## src/rtl/mask_unit_xbar_pkg.sv

```systemverilog
// Shared types and the round-robin picker for the mask-unit lane read crossbar.
// Holds no logic or state of its own.
package mask_unit_xbar_pkg;

    localparam int NUM_LANES = 4;
    localparam int NUM_REQ   = 4;
    localparam int DATA_W    = 32;
    localparam int IDX_W     = 2;
    localparam int LANE_W    = 2;
    localparam int OFF_W     = 2;

    typedef struct packed {
        logic [DATA_W-1:0] data;
        logic [IDX_W-1:0]  writeIndex;
        logic [OFF_W-1:0]  dataOffset;
    } lane_resp_t;

    typedef struct packed {
        logic [DATA_W-1:0] data;
        logic [OFF_W-1:0]  dataOffset;
        logic [LANE_W-1:0] readLane;
    } req_resp_t;

    // One-hot grant of the first set bit in mask, searching upward from ptr with wrap.
    function automatic logic [NUM_LANES-1:0] rr_pick(input logic [NUM_LANES-1:0] mask,
                                                     input logic [LANE_W-1:0]    ptr);
        logic [NUM_LANES-1:0] grant;
        logic                 found;
        logic [LANE_W-1:0]    idx;
        grant = '0;
        found = 1'b0;
        for (int k = 0; k < NUM_LANES; k++) begin
            idx = ptr + LANE_W'(k);
            if (!found && mask[idx]) begin
                grant[idx] = 1'b1;
                found      = 1'b1;
            end
        end
        return grant;
    endfunction

endpackage

```

## src/rtl/mask_unit_resp_queue.sv

```systemverilog
// One requester's response FIFO: 1-cycle push-to-head latency, no bypass.
// The caller must not push when full or pop when empty; count is registered.
module mask_unit_resp_queue
    import mask_unit_xbar_pkg::*;
#(
    parameter int  DEPTH = 2,
    localparam int PTR_W = $clog2(DEPTH),
    localparam int CNT_W = PTR_W + 1
) (
    input  logic             clock,
    input  logic             reset,
    input  logic             pushEn,
    input  req_resp_t        pushEntry,
    input  logic             popEn,
    output req_resp_t        head,
    output logic [CNT_W-1:0] count
);

    req_resp_t        mem [DEPTH];
    logic [PTR_W-1:0] wrPtr;
    logic [PTR_W-1:0] rdPtr;

    assign head = mem[rdPtr];

    always_ff @(posedge clock) begin
        if (!reset) begin
            mem   <= '{default: '0};
            wrPtr <= '0;
            rdPtr <= '0;
            count <= '0;
        end else begin
            if (pushEn) begin
                mem[wrPtr] <= pushEntry;
                wrPtr      <= wrPtr + PTR_W'(1);
            end
            if (popEn) begin
                rdPtr <= rdPtr + PTR_W'(1);
            end
            count <= count + CNT_W'(pushEn) - CNT_W'(popEn);
            assert (count <= CNT_W'(DEPTH));
        end
    end

endmodule

```

## src/rtl/mask_unit_read_response_crossbar.sv

```systemverilog
// Routes lane read responses back to requester writeIndex with per-requester round-robin and FIFOs.
// Lane handshake to resp_valid is 1 cycle; lane ready depends only on valid/writeIndex/count, never on resp_ready.
module mask_unit_read_response_crossbar
    import mask_unit_xbar_pkg::*;
#(
    parameter int DEPTH = 2
) (
    input  logic              clock,
    input  logic              reset,
    input  logic              lane_0_valid,
    output logic              lane_0_ready,
    input  logic [DATA_W-1:0] lane_0_bits_data,
    input  logic [IDX_W-1:0]  lane_0_bits_writeIndex,
    input  logic [OFF_W-1:0]  lane_0_bits_dataOffset,
    input  logic              lane_1_valid,
    output logic              lane_1_ready,
    input  logic [DATA_W-1:0] lane_1_bits_data,
    input  logic [IDX_W-1:0]  lane_1_bits_writeIndex,
    input  logic [OFF_W-1:0]  lane_1_bits_dataOffset,
    input  logic              lane_2_valid,
    output logic              lane_2_ready,
    input  logic [DATA_W-1:0] lane_2_bits_data,
    input  logic [IDX_W-1:0]  lane_2_bits_writeIndex,
    input  logic [OFF_W-1:0]  lane_2_bits_dataOffset,
    input  logic              lane_3_valid,
    output logic              lane_3_ready,
    input  logic [DATA_W-1:0] lane_3_bits_data,
    input  logic [IDX_W-1:0]  lane_3_bits_writeIndex,
    input  logic [OFF_W-1:0]  lane_3_bits_dataOffset,
    output logic              resp_0_valid,
    input  logic              resp_0_ready,
    output logic [DATA_W-1:0] resp_0_bits_data,
    output logic [OFF_W-1:0]  resp_0_bits_dataOffset,
    output logic [LANE_W-1:0] resp_0_bits_readLane,
    output logic              resp_1_valid,
    input  logic              resp_1_ready,
    output logic [DATA_W-1:0] resp_1_bits_data,
    output logic [OFF_W-1:0]  resp_1_bits_dataOffset,
    output logic [LANE_W-1:0] resp_1_bits_readLane,
    output logic              resp_2_valid,
    input  logic              resp_2_ready,
    output logic [DATA_W-1:0] resp_2_bits_data,
    output logic [OFF_W-1:0]  resp_2_bits_dataOffset,
    output logic [LANE_W-1:0] resp_2_bits_readLane,
    output logic              resp_3_valid,
    input  logic              resp_3_ready,
    output logic [DATA_W-1:0] resp_3_bits_data,
    output logic [OFF_W-1:0]  resp_3_bits_dataOffset,
    output logic [LANE_W-1:0] resp_3_bits_readLane
);

    localparam int CNT_W = $clog2(DEPTH) + 1;

    lane_resp_t                                laneIn [NUM_LANES];
    logic [NUM_LANES-1:0]                      laneValid;
    logic [NUM_LANES-1:0]                      laneReady;
    logic [NUM_REQ-1:0]                        respReady;
    logic [NUM_REQ-1:0]                        respValid;
    logic [NUM_REQ-1:0][NUM_LANES-1:0]         cand;
    logic [NUM_REQ-1:0][NUM_LANES-1:0]         grant;
    logic [NUM_REQ-1:0][LANE_W-1:0]            pushLane;
    logic [NUM_REQ-1:0][LANE_W-1:0]            rrPtr;
    logic [NUM_REQ-1:0]                        hasRoom;
    logic [NUM_REQ-1:0]                        pushEn;
    logic [NUM_REQ-1:0]                        popEn;
    req_resp_t                                 pushEntry [NUM_REQ];
    req_resp_t                                 head [NUM_REQ];
    logic [CNT_W-1:0]                          count [NUM_REQ];

    assign laneIn[0] = '{data: lane_0_bits_data, writeIndex: lane_0_bits_writeIndex, dataOffset: lane_0_bits_dataOffset};
    assign laneIn[1] = '{data: lane_1_bits_data, writeIndex: lane_1_bits_writeIndex, dataOffset: lane_1_bits_dataOffset};
    assign laneIn[2] = '{data: lane_2_bits_data, writeIndex: lane_2_bits_writeIndex, dataOffset: lane_2_bits_dataOffset};
    assign laneIn[3] = '{data: lane_3_bits_data, writeIndex: lane_3_bits_writeIndex, dataOffset: lane_3_bits_dataOffset};
    assign laneValid = {lane_3_valid, lane_2_valid, lane_1_valid, lane_0_valid};
    assign respReady = {resp_3_ready, resp_2_ready, resp_1_ready, resp_0_ready};

    always_comb begin
        cand     = '0;
        grant    = '0;
        pushLane = '0;
        hasRoom  = '0;
        pushEn   = '0;
        popEn    = '0;
        respValid = '0;
        laneReady = '0;
        for (int j = 0; j < NUM_REQ; j++) begin
            pushEntry[j] = '0;
        end
        for (int j = 0; j < NUM_REQ; j++) begin
            for (int i = 0; i < NUM_LANES; i++) begin
                cand[j][i] = laneValid[i] && (laneIn[i].writeIndex == IDX_W'(j));
            end
            grant[j]   = rr_pick(cand[j], rrPtr[j]);
            // Fullness uses the registered count only, so a pop never frees a slot in the same cycle.
            hasRoom[j] = count[j] < CNT_W'(DEPTH);
            pushEn[j]  = (grant[j] != '0) && hasRoom[j] && reset;
            for (int i = 0; i < NUM_LANES; i++) begin
                if (grant[j][i]) begin
                    pushLane[j] = LANE_W'(i);
                end
            end
            pushEntry[j] = '{data:       laneIn[pushLane[j]].data,
                             dataOffset: laneIn[pushLane[j]].dataOffset,
                             readLane:   pushLane[j]};
            respValid[j] = count[j] != '0;
            popEn[j]     = respValid[j] && respReady[j];
        end
        for (int i = 0; i < NUM_LANES; i++) begin
            laneReady[i] = grant[laneIn[i].writeIndex][i] && hasRoom[laneIn[i].writeIndex] && reset;
        end
    end

    always_ff @(posedge clock) begin
        if (!reset) begin
            rrPtr <= '0;
        end else begin
            for (int j = 0; j < NUM_REQ; j++) begin
                if (pushEn[j]) begin
                    rrPtr[j] <= pushLane[j] + LANE_W'(1);
                end
            end
        end
    end

    always_ff @(posedge clock) begin
        if (!reset) begin
            assert (laneReady == '0);
        end
    end

    for (genvar j = 0; j < NUM_REQ; j++) begin : g_queue
        mask_unit_resp_queue #(.DEPTH(DEPTH)) u_queue (
            .clock     (clock),
            .reset     (reset),
            .pushEn    (pushEn[j]),
            .pushEntry (pushEntry[j]),
            .popEn     (popEn[j]),
            .head      (head[j]),
            .count     (count[j])
        );
    end

    assign lane_0_ready = laneReady[0];
    assign lane_1_ready = laneReady[1];
    assign lane_2_ready = laneReady[2];
    assign lane_3_ready = laneReady[3];

    assign resp_0_valid           = respValid[0];
    assign resp_0_bits_data       = head[0].data;
    assign resp_0_bits_dataOffset = head[0].dataOffset;
    assign resp_0_bits_readLane   = head[0].readLane;
    assign resp_1_valid           = respValid[1];
    assign resp_1_bits_data       = head[1].data;
    assign resp_1_bits_dataOffset = head[1].dataOffset;
    assign resp_1_bits_readLane   = head[1].readLane;
    assign resp_2_valid           = respValid[2];
    assign resp_2_bits_data       = head[2].data;
    assign resp_2_bits_dataOffset = head[2].dataOffset;
    assign resp_2_bits_readLane   = head[2].readLane;
    assign resp_3_valid           = respValid[3];
    assign resp_3_bits_data       = head[3].data;
    assign resp_3_bits_dataOffset = head[3].dataOffset;
    assign resp_3_bits_readLane   = head[3].readLane;

endmodule

```

## config.mk

```make
export PLATFORM = sky130hd
export DESIGN_NAME = mask_unit_read_response_crossbar
export DESIGN_NICKNAME = d
export VERILOG_FILES = /design/src/rtl/mask_unit_xbar_pkg.sv /design/src/rtl/mask_unit_resp_queue.sv /design/src/rtl/mask_unit_read_response_crossbar.sv
export SDC_FILE = /design/constraint.sdc
export NUM_CORES = 1
export LEC_CHECK = 0
export CAP_MARGIN = 15
export CORE_AREA = 2 2 187 189
export DETAILED_ROUTE_END_ITERATION = 10
export DIE_AREA = 0 0 189 191
export PLACE_DENSITY = 0.82
export REMOVE_ABC_BUFFERS = 1
export SETUP_SLACK_MARGIN = 0.15
export SLEW_MARGIN = 15
export SYNTH_ARGS = -nofsm -noshare
export SYNTH_HDL_FRONTEND = slang
export SYNTH_SLANG_ARGS = --single-unit
```

## constraint.sdc

```tcl
create_clock -name clock -period 6.65 [get_ports clock]
set_clock_uncertainty 0.2 [all_clocks]
set_input_delay 1.6625 -clock clock [delete_from_list [all_inputs] [get_ports clock]]
set_output_delay 1.6625 -clock clock [all_outputs]
set_load 0.02 [all_outputs]
```

Yosys cells after proc, flatten, opt, wreduce, memory -nomap -nowiden
Cells that the tools add are included.
{"block": "classes", "addsub": 32, "magnitude_cmp": 56, "n_eq_ne": 12, "mux": 156, "n_bitwise": 24, "reduce_logical": 92}
{"operator": "$mux 36", "count": 24}
{"operator": "$bmux 36 s2", "count": 4}
{"operator": "$bwmux 72", "count": 4}
{"operator": "$demux 36 s1", "count": 4}
{"operator": "$logic_and 1x1->1", "count": 68}
{"operator": "$mux 4", "count": 17}
{"operator": "$lt 2x3->1 const B", "count": 20}
{"operator": "$mux 1", "count": 53}
{"operator": "$or 4x4->4", "count": 12}
{"operator": "$bmux 1 s2", "count": 20}
{"operator": "$bmux 4 s2", "count": 4}
{"operator": "$demux 1 s2", "count": 16}
{"operator": "$ge 2x1->1 const B", "count": 16}
{"operator": "$mux 2", "count": 9}
{"operator": "$add 2x1->2 const B", "count": 8}
{"operator": "$add 2x2->2 const B", "count": 8}
{"operator": "$eq 2x2->1 const B", "count": 8}
{"operator": "$ge 2x2->1 const B", "count": 8}
{"operator": "$not 1->2", "count": 8}
{"operator": "$reduce_bool 4->1", "count": 4}
{"operator": "$ge 3x3->1 const B", "count": 4}
{"operator": "$logic_not 1->1", "count": 12}
{"operator": "$not 2->3", "count": 4}
{"operator": "$add 1x1->1 const B", "count": 8}
{"operator": "other kinds (8)", "count": 29}
{"block": "word_totals", "reg_bits": 312, "out_inout_bits": 152, "elab_cells": 412}

Longest topological paths before layout
Gate-level depths: netlist (run 1).
{"block": "depth", "depth_word": 22, "mapped_depth": 16, "depth_no_buf": 14}

Modules after synthesis
A second synthesis (run 1) with hierarchy kept.
{"block": "hier_totals", "cells_unflattened": 2614, "hier_area_um2": 20437.1}
{"mod": "mask_unit_resp_queue", "n_inst": 4, "cells_each": 371, "area_per_inst_um2": 3289.4, "seq_area_each_um2": 1521.5}
{"mod": "mask_unit_read_response_crossbar", "n_inst": 1, "cells_each": 1130, "area_per_inst_um2": 7279.5, "seq_area_each_um2": 160.2}

Least setup slack after synthesis (run 1)
No wires, ideal clock.
{"block": "synth_path", "path_kind": "input to output", "from": "input lane_2_bits_writeIndex[1]", "to": "output lane_3_ready", "arrival_time_ns": 4.452, "path_slack_ns": 0.336, "path_stages": 10, "cell_sequence": "clkbuf_2 > nor3b_1 > nand2b_1 > mux4_2 > nor2_1 > a221o_1 > clkbuf_1 > clkbuf_1 > a221oi_1 > a211oi_1"}
{"block": "synth_between", "elab_chain_len": 18, "elab_cells_between_ends": 108, "classes_between": "3 x eq/ne; 62 x mux; 12 x bitwise; 31 x reduce/logical"}
{"element": "start: declaration", "line_no": "mask_unit_read_response_crossbar.sv:23", "text": "input logic [IDX_W-1:0] lane_2_bits_writeIndex,"}
{"element": "$eq 2x1->1, or another cell as far along", "line_no": "mask_unit_read_response_crossbar.sv:91", "text": "cand[j][i] = laneValid[i] && (laneIn[i].writeIndex == IDX_W'(j));"}
{"element": "$logic_and 1x1->1", "line_no": "mask_unit_read_response_crossbar.sv:91"}
{"element": "$bmux 1 s2", "line_no": "mask_unit_xbar_pkg.sv:34", "text": "if (!found && mask[idx]) begin"}
{"element": "$mux 1 (not written as such)", "line_no": "mask_unit_xbar_pkg.sv:34"}
{"element": "$mux 1", "line_no": "mask_unit_xbar_pkg.sv:34"}
{"element": "$logic_not 1->1", "line_no": "mask_unit_xbar_pkg.sv:34"}
{"element": "$logic_and 1x1->1", "line_no": "mask_unit_xbar_pkg.sv:34"}
{"element": "$mux 1", "line_no": "mask_unit_xbar_pkg.sv:34"}
{"element": "$logic_not 1->1", "line_no": "mask_unit_xbar_pkg.sv:34"}
{"element": "$logic_and 1x1->1", "line_no": "mask_unit_xbar_pkg.sv:34"}
{"element": "$mux 1", "line_no": "mask_unit_xbar_pkg.sv:34"}
{"element": "$logic_not 1->1", "line_no": "mask_unit_xbar_pkg.sv:34"}
{"element": "$logic_and 1x1->1", "line_no": "mask_unit_xbar_pkg.sv:34"}
{"element": "$mux 4", "line_no": "mask_unit_xbar_pkg.sv:34"}
{"element": "$bmux 4 s2 *", "line_no": "mask_unit_read_response_crossbar.sv:109", "text": "laneReady[i] = grant[laneIn[i].writeIndex][i] && hasRoom[laneIn[i].writeIndex] && reset;"}
{"element": "$mux 4 (not written as such) *", "line_no": "mask_unit_read_response_crossbar.sv:109"}
{"element": "$logic_and 1x1->1 * (2 in a row)", "line_no": "mask_unit_read_response_crossbar.sv:109"}
{"element": "end: declaration", "line_no": "mask_unit_read_response_crossbar.sv:26", "text": "output logic lane_3_ready,"}
Mark *: on every way between the ends. The rest lies on a longest branch, timed or not. The select of a mux whose other input is x is not followed.

Worst setup path in the final report (run 1)
{"block": "layout_path", "from": "input lane_3_bits_writeIndex[1]", "to": "output lane_2_ready"}
{"block": "layout_between", "elab_chain_len": 18, "elab_cells_between_ends": 108, "classes_between": "3 x eq/ne; 62 x mux; 12 x bitwise; 31 x reduce/logical"}
{"element": "start: declaration", "line_no": "mask_unit_read_response_crossbar.sv:28", "text": "input logic [IDX_W-1:0] lane_3_bits_writeIndex,"}
{"element": "$eq 2x1->1, or another cell as far along", "line_no": "mask_unit_read_response_crossbar.sv:91"}
{"element": "$logic_and 1x1->1", "line_no": "mask_unit_read_response_crossbar.sv:91"}
{"element": "$bmux 1 s2", "line_no": "mask_unit_xbar_pkg.sv:34"}
{"element": "$mux 1 (not written as such)", "line_no": "mask_unit_xbar_pkg.sv:34"}
{"element": "$mux 1", "line_no": "mask_unit_xbar_pkg.sv:34"}
{"element": "$logic_not 1->1", "line_no": "mask_unit_xbar_pkg.sv:34"}
{"element": "$logic_and 1x1->1", "line_no": "mask_unit_xbar_pkg.sv:34"}
{"element": "$mux 1", "line_no": "mask_unit_xbar_pkg.sv:34"}
{"element": "$logic_not 1->1", "line_no": "mask_unit_xbar_pkg.sv:34"}
{"element": "$logic_and 1x1->1", "line_no": "mask_unit_xbar_pkg.sv:34"}
{"element": "$mux 1", "line_no": "mask_unit_xbar_pkg.sv:34"}
{"element": "$logic_not 1->1", "line_no": "mask_unit_xbar_pkg.sv:34"}
{"element": "$logic_and 1x1->1", "line_no": "mask_unit_xbar_pkg.sv:34"}
{"element": "$mux 4", "line_no": "mask_unit_xbar_pkg.sv:34"}
{"element": "$bmux 4 s2 *", "line_no": "mask_unit_read_response_crossbar.sv:109"}
{"element": "$mux 3 (not written as such) *", "line_no": "mask_unit_read_response_crossbar.sv:109"}
{"element": "$logic_and 1x1->1 * (2 in a row)", "line_no": "mask_unit_read_response_crossbar.sv:109"}
{"element": "end: declaration", "line_no": "mask_unit_read_response_crossbar.sv:21", "text": "output logic lane_2_ready,"}
Marked as above.

==> summary.md, run 1 <==
| Metric | Value |
|---|---|
| Sequential share of power | ~27% |
| CTS tree | done |
| Post-CTS Setup Inserts | 0 |
| Switch Pwr | roughly 4700 µW |
| Part of the cycle the worst path needs | a little over nine tenths |
| Die Area | 36100 µm² |
| Pin count of the biggest net entering global routing | just under 100 |
| Min cycle time layout | ~6.4 ns |
| Worst Path Required | 4.79 ns |
| CTS clock-pin slew for the worst setup and hold paths | around 0.060 ns |
| Total number of yosys warnings | 0 |
| CTS root buffer | clkbuf_16 |
| Drt first pass iters | 10 |
| Commonest non-fill, non-tap cell in the layout | dfxtp_1 |
| RePlAce Congestion | about 0.9 |
| Worst-path cell chain | clkdlybuf4s50_1 -> buf_4 -> and3_1 -> nor2_1 -> mux4_2 -> and2_1 -> a221o_2 -> a31oi_1 -> a211oi_1 -> dlygate4sd2_1 |
| Slew margin rel. | a little over a fifth |
| Core ar. | ~34000 µm² |
| Die X | about 190 µm |
| Setup WS pre-CTS | -0.141 ns |
| Synth Register Bits | roughly 310 |
| IO Pins | slightly above 300 |
| Outcome | finished, final reports clean |
| Final WL | just under 70000 µm |
| Hold Vio Cnt, Final | 0 |
| Largest stage delay, worst path | roughly 0.49 ns |
| RSZ-0062 raised after global routing | false |
| Mapped Avg Cell Area | 9.22 µm² |
| Pleak | 0.00903 µW |
| Routed Antenna Nets | 0 |
| Initial antenna violation count | 6 |
| Fmax achieved | about 160 MHz |
| Share of cells above drive strength 1 | ~19% |
| Pint | a little over 6000 µW |
| Crit Path Class | in2out |
| Clk pwr share | ~17% |
| First DRT Iteration DRCs | 2224 |
| GR Util All Layers | a little over a third |
| Worst setup SP type | input port |
| Starting Density | between 50 and 60% |
| TritonCTS Buffers | 35 |
| Chip height | around 190 µm |
| Post-synth ARST share | 0% |
| Worst skew pair latency | between 0.5 and 0.6 ns |
| Crit. End Element | output port |
| FP Rows | 68 |
| Vias | roughly 18000 |
| Detailed Place HPWL | between 40000 and 50000 µm |
| Max cap viols | 0 |
| Vias in the first global route | 18399 |
| Part of the Yosys area used for sequential elements | between 30% and 40% |
| Clock sinks | ~310 |
| Max-slew violations | 0 |
| Worst Path Arrival | between 4 and 5 ns |
| Number of synthesized flops with an enable pin | 0 |
| Final Setup Violations | 0 |
| Worst path bufs/invs | 3 |
| Post-Synthesis Cells | 1976 |
| Area grow syn2layout | 27.7% |
| Primary FF master, synth | dfxtp_1 |
| Number of hold buffers added after CTS | 0 |
| H-tree depth | 2 |
| Count of different cell masters after synthesis | 77 |
| DR DRC count | 0 |
| Nets | ~2400 |
| Slowest cell on crit path | clkdlybuf4s50_1 |
| Routed length per placed instance | 25.3 µm |
| Setup_tns | 0 ns |
| Grt ovf | 0 |
| Delay-heaviest family, CP | buffers and inverters |
| Most frequent cells in the layout | 308 x dfxtp_1, 295 x clkdlybuf4s50_1, 217 x o21ai_0 |
| IO buf count | a little over 300 |
| Mapped Area | 18200 µm² |
| Worst slew pin tran | between 1 and 1.5 ns |
| Sw frac | between 40% and 50% |
| Clk buf depth | 3 |
| VDD IR max | approximately 0.3 mV |
| Crit-path max FO | 8 |
| Cell area power density | about 470 nW/µm² |
| Global-route wire length before repair | just over 100000 µm |
| Type of the tightest min-delay check | reg2reg |
| DR vias/cell | approximately 6.8 |
| Worst Setup Slack, final | around 0.26 ns |
| Comb power frac | between 50% and 60% |
==> sequential cells by signal, summed over array words and instances (netlist names) <==
signal,flops
g_queue.u_queue.mem,288
g_queue.u_queue.rdPtr,4
rrPtr,8
g_queue.u_queue.count,8
g_queue.u_queue.wrPtr,4
==> worst min-delay path, stage by stage (launching register included) <==
cell and delay (ns):
dfxtp_1 0.31, inv_1 0.05, a21oi_1 0.05
==> power groups by stage <==
stage	clock network, µW	logic, µW	registers, µW
floorplan	0	3590	2800
global placement	0	5740	2910
detailed placement	0	5880	2950
CTS	1890	5920	2920
global route	1970	6340	3000
finish	1890	6050	2930
==> stage by stage <==
stage | hold slack, ns | total power, µW | util [%] | std cells | instance area (µm²)
2_1_floorplan | 0.223 | 6390 | - | 1787 | 17400
3_3_place_gp | 0.233 | 8650 | 64.8 | 2650 | 22100
3_5_place_dp | 0.238 | 8830 | 64.8 | 2650 | 22100
4_1_cts | 0.247 | 10700 | 68.1 | 2712 | 23200
5_1_grt | 0.267 | 11300 | 68.2 | 2715 | 23300
6_report | 0.247 | 10900 | 68.2 | 2717 | 23300
==> Yosys cell counts (all sizes together) (3+ instances only) <==
cell type  count  area (µm²)
a211oi         7        52.6
ha            38         475
nand2        135         507
mux2         215        2420
nor2b         75         469
a221oi        78         696
a311oi         3        61.3
and3b          8        70.1
a31oi          3        18.8
dfxtp        312        6250
a21o           5        37.5
xor2           4        35.0
nor3b          5        37.5
a21oi         43         215
o2bb2ai       35         307
inv           27         101
mux4          10         225
a22o           4        35.0
o21ai        236        1180
o311ai         3        33.8
a221o         13         130
nor2          43         164
buf           40         215
a222oi        68         681
nand3b         8        60.1
or2            5        31.3
xnor2          9        78.8
nor3           9        45.0
mux2i        116        1160
nand3        124         621
a2bb2oi       70         613
nand2b        10        62.6
o22ai          3        18.8
o41ai          4        91.3
and2          15        93.8
and3           6        37.5
clkbuf       149         561
or3b           3        26.3
nor4           4        25.0
==> final cells by class <==
| class | instances | area, µm² |
|---|---|---|
| sequential | 312 | 6250 |
| fill | 2660 | 10800 |
| clock buffer | 53 | 1020 |
| multi-input combinational | 1448 | 11300 |
| inverter | 27 | 101 |
| timing repair buffer | 408 | 3870 |
| antenna | 5 | 12.5 |
| tap | 455 | 569 |
| clock inverter | 9 | 91.3 |
==> cells by family (layout without fill, tap and decap cells) <==
kind of cell / count (synthesis) / after routing / synth area share (%)
compound gates: 599 / 599 / 24.1
simple gates: 457 / 457 / 12.7
other cells: 0 / 5 / 0
flops: 312 / 312 / 34.3
fa+ha+maj: 38 / 38 / 2.61
mux: 341 / 341 / 20.9
buf+inv: 216 / 497 / 4.81
xor+xnor: 13 / 13 / 0.625
==> metal layers <==
layer  wire (µm)  vias to the layer above  GRT usage (%)
met5           9                        -              0
met4        3770                        2           19.4
met3        7280                      335           6.72
met2       31200                     1281           59.9
met1       26300                     8703           45.4
li1            -                     8058              -
==> final timing paths <==
kind / start / end / slack [ns] / depth (start not counted)
worst max-delay path: lane_3_bits_writeIndex[1] / lane_2_ready / 0.26 / 10
worst min register to register: g_queue[2].u_queue.mem[0] / g_queue[2].u_queue.mem[0] / 0.25 / 2
worst min-delay path: g_queue[2].u_queue.mem[0] / g_queue[2].u_queue.mem[0] / 0.25 / 2
worst max register to register: rrPtr[4] / g_queue[2].u_queue.count[0] / 1.44 / 14
==> what timing repair did <==
action	4_1_cts	5_1_grt
gates resized for setup	12	14
gates cloned	0	0
setup endpoints to repair	4	4
pin swaps	0	0
(Power assumes the default switching activity.)
==> inputs of run 2 (changes only) <==
--- a/config.mk
+++ b/config.mk
@@ -9,6 +9,7 @@
 export CORE_AREA = 2 2 187 189
 export DETAILED_ROUTE_END_ITERATION = 10
 export DIE_AREA = 0 0 189 191
+export MAX_ROUTING_LAYER = met4
 export PLACE_DENSITY = 0.82
 export REMOVE_ABC_BUFFERS = 1
 export SETUP_SLACK_MARGIN = 0.15
@@ -16,3 +17,4 @@
 export SYNTH_ARGS = -nofsm -noshare
 export SYNTH_HDL_FRONTEND = slang
 export SYNTH_SLANG_ARGS = --single-unit
+export TNS_END_PERCENT = 5
==> summary.md, run 2 (synthesis results as in run 1) <==
| Metric | Value |
|---|---|
| Core ar. | 34100 µm² (unchanged) |
| Drt first pass iters | 9 (-1) |
| Outcome | finished, final reports clean |
| Final Setup Violations | 0 (unchanged) |
| H-tree depth | 2 (unchanged) |
| Min cycle time layout | 6.39 ns (-0.00931 ns) |
| Die Area | 36100 µm² (unchanged) |
| CTS tree | done |
| Part of the cycle the worst path needs | 96.0% (-0.14 points) |
| Share of cells above drive strength 1 | 18.8% (-0.53 points) |
| Area grow syn2layout | 27.2% |
| Vias | 18444 (+0.35%) |
| RSZ-0062 raised after global routing | true |
| Slew margin rel. | 23.8% (+2.5 points) |
| Vias in the first global route | 18326 (-0.40%) |
| Fmax achieved | 157 MHz (+0.15%) |
| Commonest non-fill, non-tap cell in the layout | dfxtp_1 |
| Grt ovf | 0 (unchanged) |
| Nets | 2422 (-0.083%) |
| CTS root buffer | clkbuf_16 |
| Crit Path Class | in2out |
| Setup_tns | 0 ns (unchanged) |
| Worst slew pin tran | 1.14 ns (-0.0369 ns) |
| Worst skew pair latency | 0.52 ns (-0.02 ns) |
| Top reg by flops | g_queue.u_queue.mem |
| GR Util All Layers | 37.7% (+1.3 points) |
| R2r worst-path depth | 13 (-1) |
| CTS clock-pin slew for the worst setup and hold paths | 0.06 ns (about the same) |
| Max reg flops | 288 (unchanged) |
| TritonCTS Buffers | 35 (unchanged) |
| Routed length per placed instance | 25.5 µm (+0.93%) |
| Crit. End Element | output port |
| Pin count of the biggest net entering global routing | 88 (-11%) |
| Initial antenna violation count | 5 (-1) |
| IO Pins | 306 (unchanged) |
| Regs by FF count | g_queue.u_queue.mem (288), g_queue.u_queue.count (8), rrPtr (8) |
| Pleak | 0.00902 µW (about the same) |
| Clk buf depth | 3 (unchanged) |
| Hold Vio Cnt, Final | 0 (unchanged) |
| Worst setup SP type | input port |
| FP Rows | 68 (unchanged) |
| Max-slew violations | 0 (unchanged) |
| Crit-path max FO | 5 (-3) |
| Detailed Place HPWL | 43700 µm (-0.93%) |
| WHS Path Cells | 2 (unchanged) |
| Global-route wire length before repair | 103000 µm (about the same) |
| Hold Slack | 0.253 ns (+0.00635 ns) |
| DR vias/cell | 6.80 (+0.54%) |
| Cell area power density | 467 nW/µm² (about the same) |
| Chip height | 191 µm (unchanged) |
| Max cap viols | 0 (unchanged) |
| Sequential share of power | 26.4% (-0.5 points) |
| Clk pwr share | 17.1% (-0.3 points) |
| Most frequent cells in the layout | 308 x dfxtp_1, 290 x clkdlybuf4s50_1, 217 x o21ai_0 |
| DR DRC count | 0 (unchanged) |
| Die X | 189 µm (unchanged) |
| Routed Antenna Nets | 0 (unchanged) |
| Comb power frac | 56.4% (+0.7 points) |
| VDD IR max | 0.548 mV (+81%) |
| Switch Pwr | 4720 µW (-0.15%) |
| Sw frac | 43.6% (+0.051 points) |
| Pint | 6110 µW (-0.36%) |
| Final WL | 69100 µm (+0.74%) |
| IO buf count | 305 (unchanged) |
| Clock sinks | 312 (unchanged) |
| Filler cells | 2682 (+0.83%) |
| Starting Density | 53.4% (unchanged) |
| First DRT Iteration DRCs | 2250 (+1.2%) |
| Finished Core Util | 68.0% (-0.25 points) |
| Worst Path Required | 4.79 ns (about the same) |
| Type of the tightest min-delay check | reg2reg |
| Worst Path Arrival | 4.52 ns (about the same) |
| RePlAce Congestion | 0.896 (-1.4%) |
==> run 2: cell count changes in the layout (fill, tap and decap cells not counted), moves of 2 or more <==
| cell | before | now |
|---|---|---|
| dlymetal6s2s_1 | 3 | 6 |
| clkdlybuf4s50_1 | 295 | 290 |
| clkbuf_2 | 2 | 0 |
| clkbuf_8 | 9 | 6 |
| buf_12 | 4 | 2 |
| nor2_2 | 2 | 0 |
| dlygate4sd2_1 | 4 | 7 |
==> run 2: final cells by class <==
type,instances,area [µm²],share of cell area [%]
Tap cell,455,569,2.46
Inverter,27,101,0.437
Antenna cell,6,15.0,0.0648
Sequential cell,312,6250,27.0
Clock inverter,8,87.6,0.378
Multi-Input combinational cell,1448,11300,48.9
Clock buffer,50,982,4.24
Timing Repair Buffer,406,3850,16.6
==> run 2: stage by stage <==
step	std cells	cell area (µm²)	setup WS [ns]	total power, µW
6_report	2712	23200	0.264	10800
3_5_place_dp	2647	22000	-0.157	8810
2_1_floorplan	1787	17400	-1.35	6390
5_1_grt	2711	23200	0.148	11300
4_1_cts	2705	23100	0.164	10700
3_3_place_gp	2647	22000	-0.145	8620
==> run 2: critical path, cell delays in order <==
cell and delay (ns):
clkdlybuf4s50_1 0.49, buf_4 0.18, and3b_1 0.24, mux4_2 0.54, a221o_1 0.42, a221oi_4 0.23, nor3b_1 0.08, o311a_1 0.38
clkdlybuf4s15_1 0.30
==> run 2: layer usage <==
metal,GRT usage [%],vias up,share of wire [%]
li1,-,8041,-
met1,45.5,8782,38
met2,60.7,1306,46
met3,5.65,315,11
met4,20.5,0,5.4
met5,-,-,0
==> run 2: path summary, 6_finish.rpt <==
check                                   from  slack, ns                         end
setup / recovery                lane_2_valid       0.26                lane_1_ready
hold / removal    g_queue[3].u_queue.mem[64]       0.25  g_queue[3].u_queue.mem[64]
setup reg to reg                    rrPtr[4]       1.64  g_queue[2].u_queue.mem[32]
hold reg to reg   g_queue[3].u_queue.mem[64]       0.25  g_queue[3].u_queue.mem[64]
==> run 2: repair_timing <==
action	CTS	global route
hold buffers	0	0
endpoints found under the setup margin	4	4
gates cloned	0	0
gates resized for setup	14	10
setup buffers	0	1
pin swaps	0	0
==> run 2: power by group through the flow <==
stage | combinational, µW | sequential, µW | clock [µW]
after floorplan | 3590 | 2800 | 0
after CTS | 5960 | 2850 | 1860
after detailed placement | 5920 | 2880 | 0
after global routing | 6380 | 2930 | 1940
final | 6110 | 2860 | 1860
after global placement | 5780 | 2840 | 0
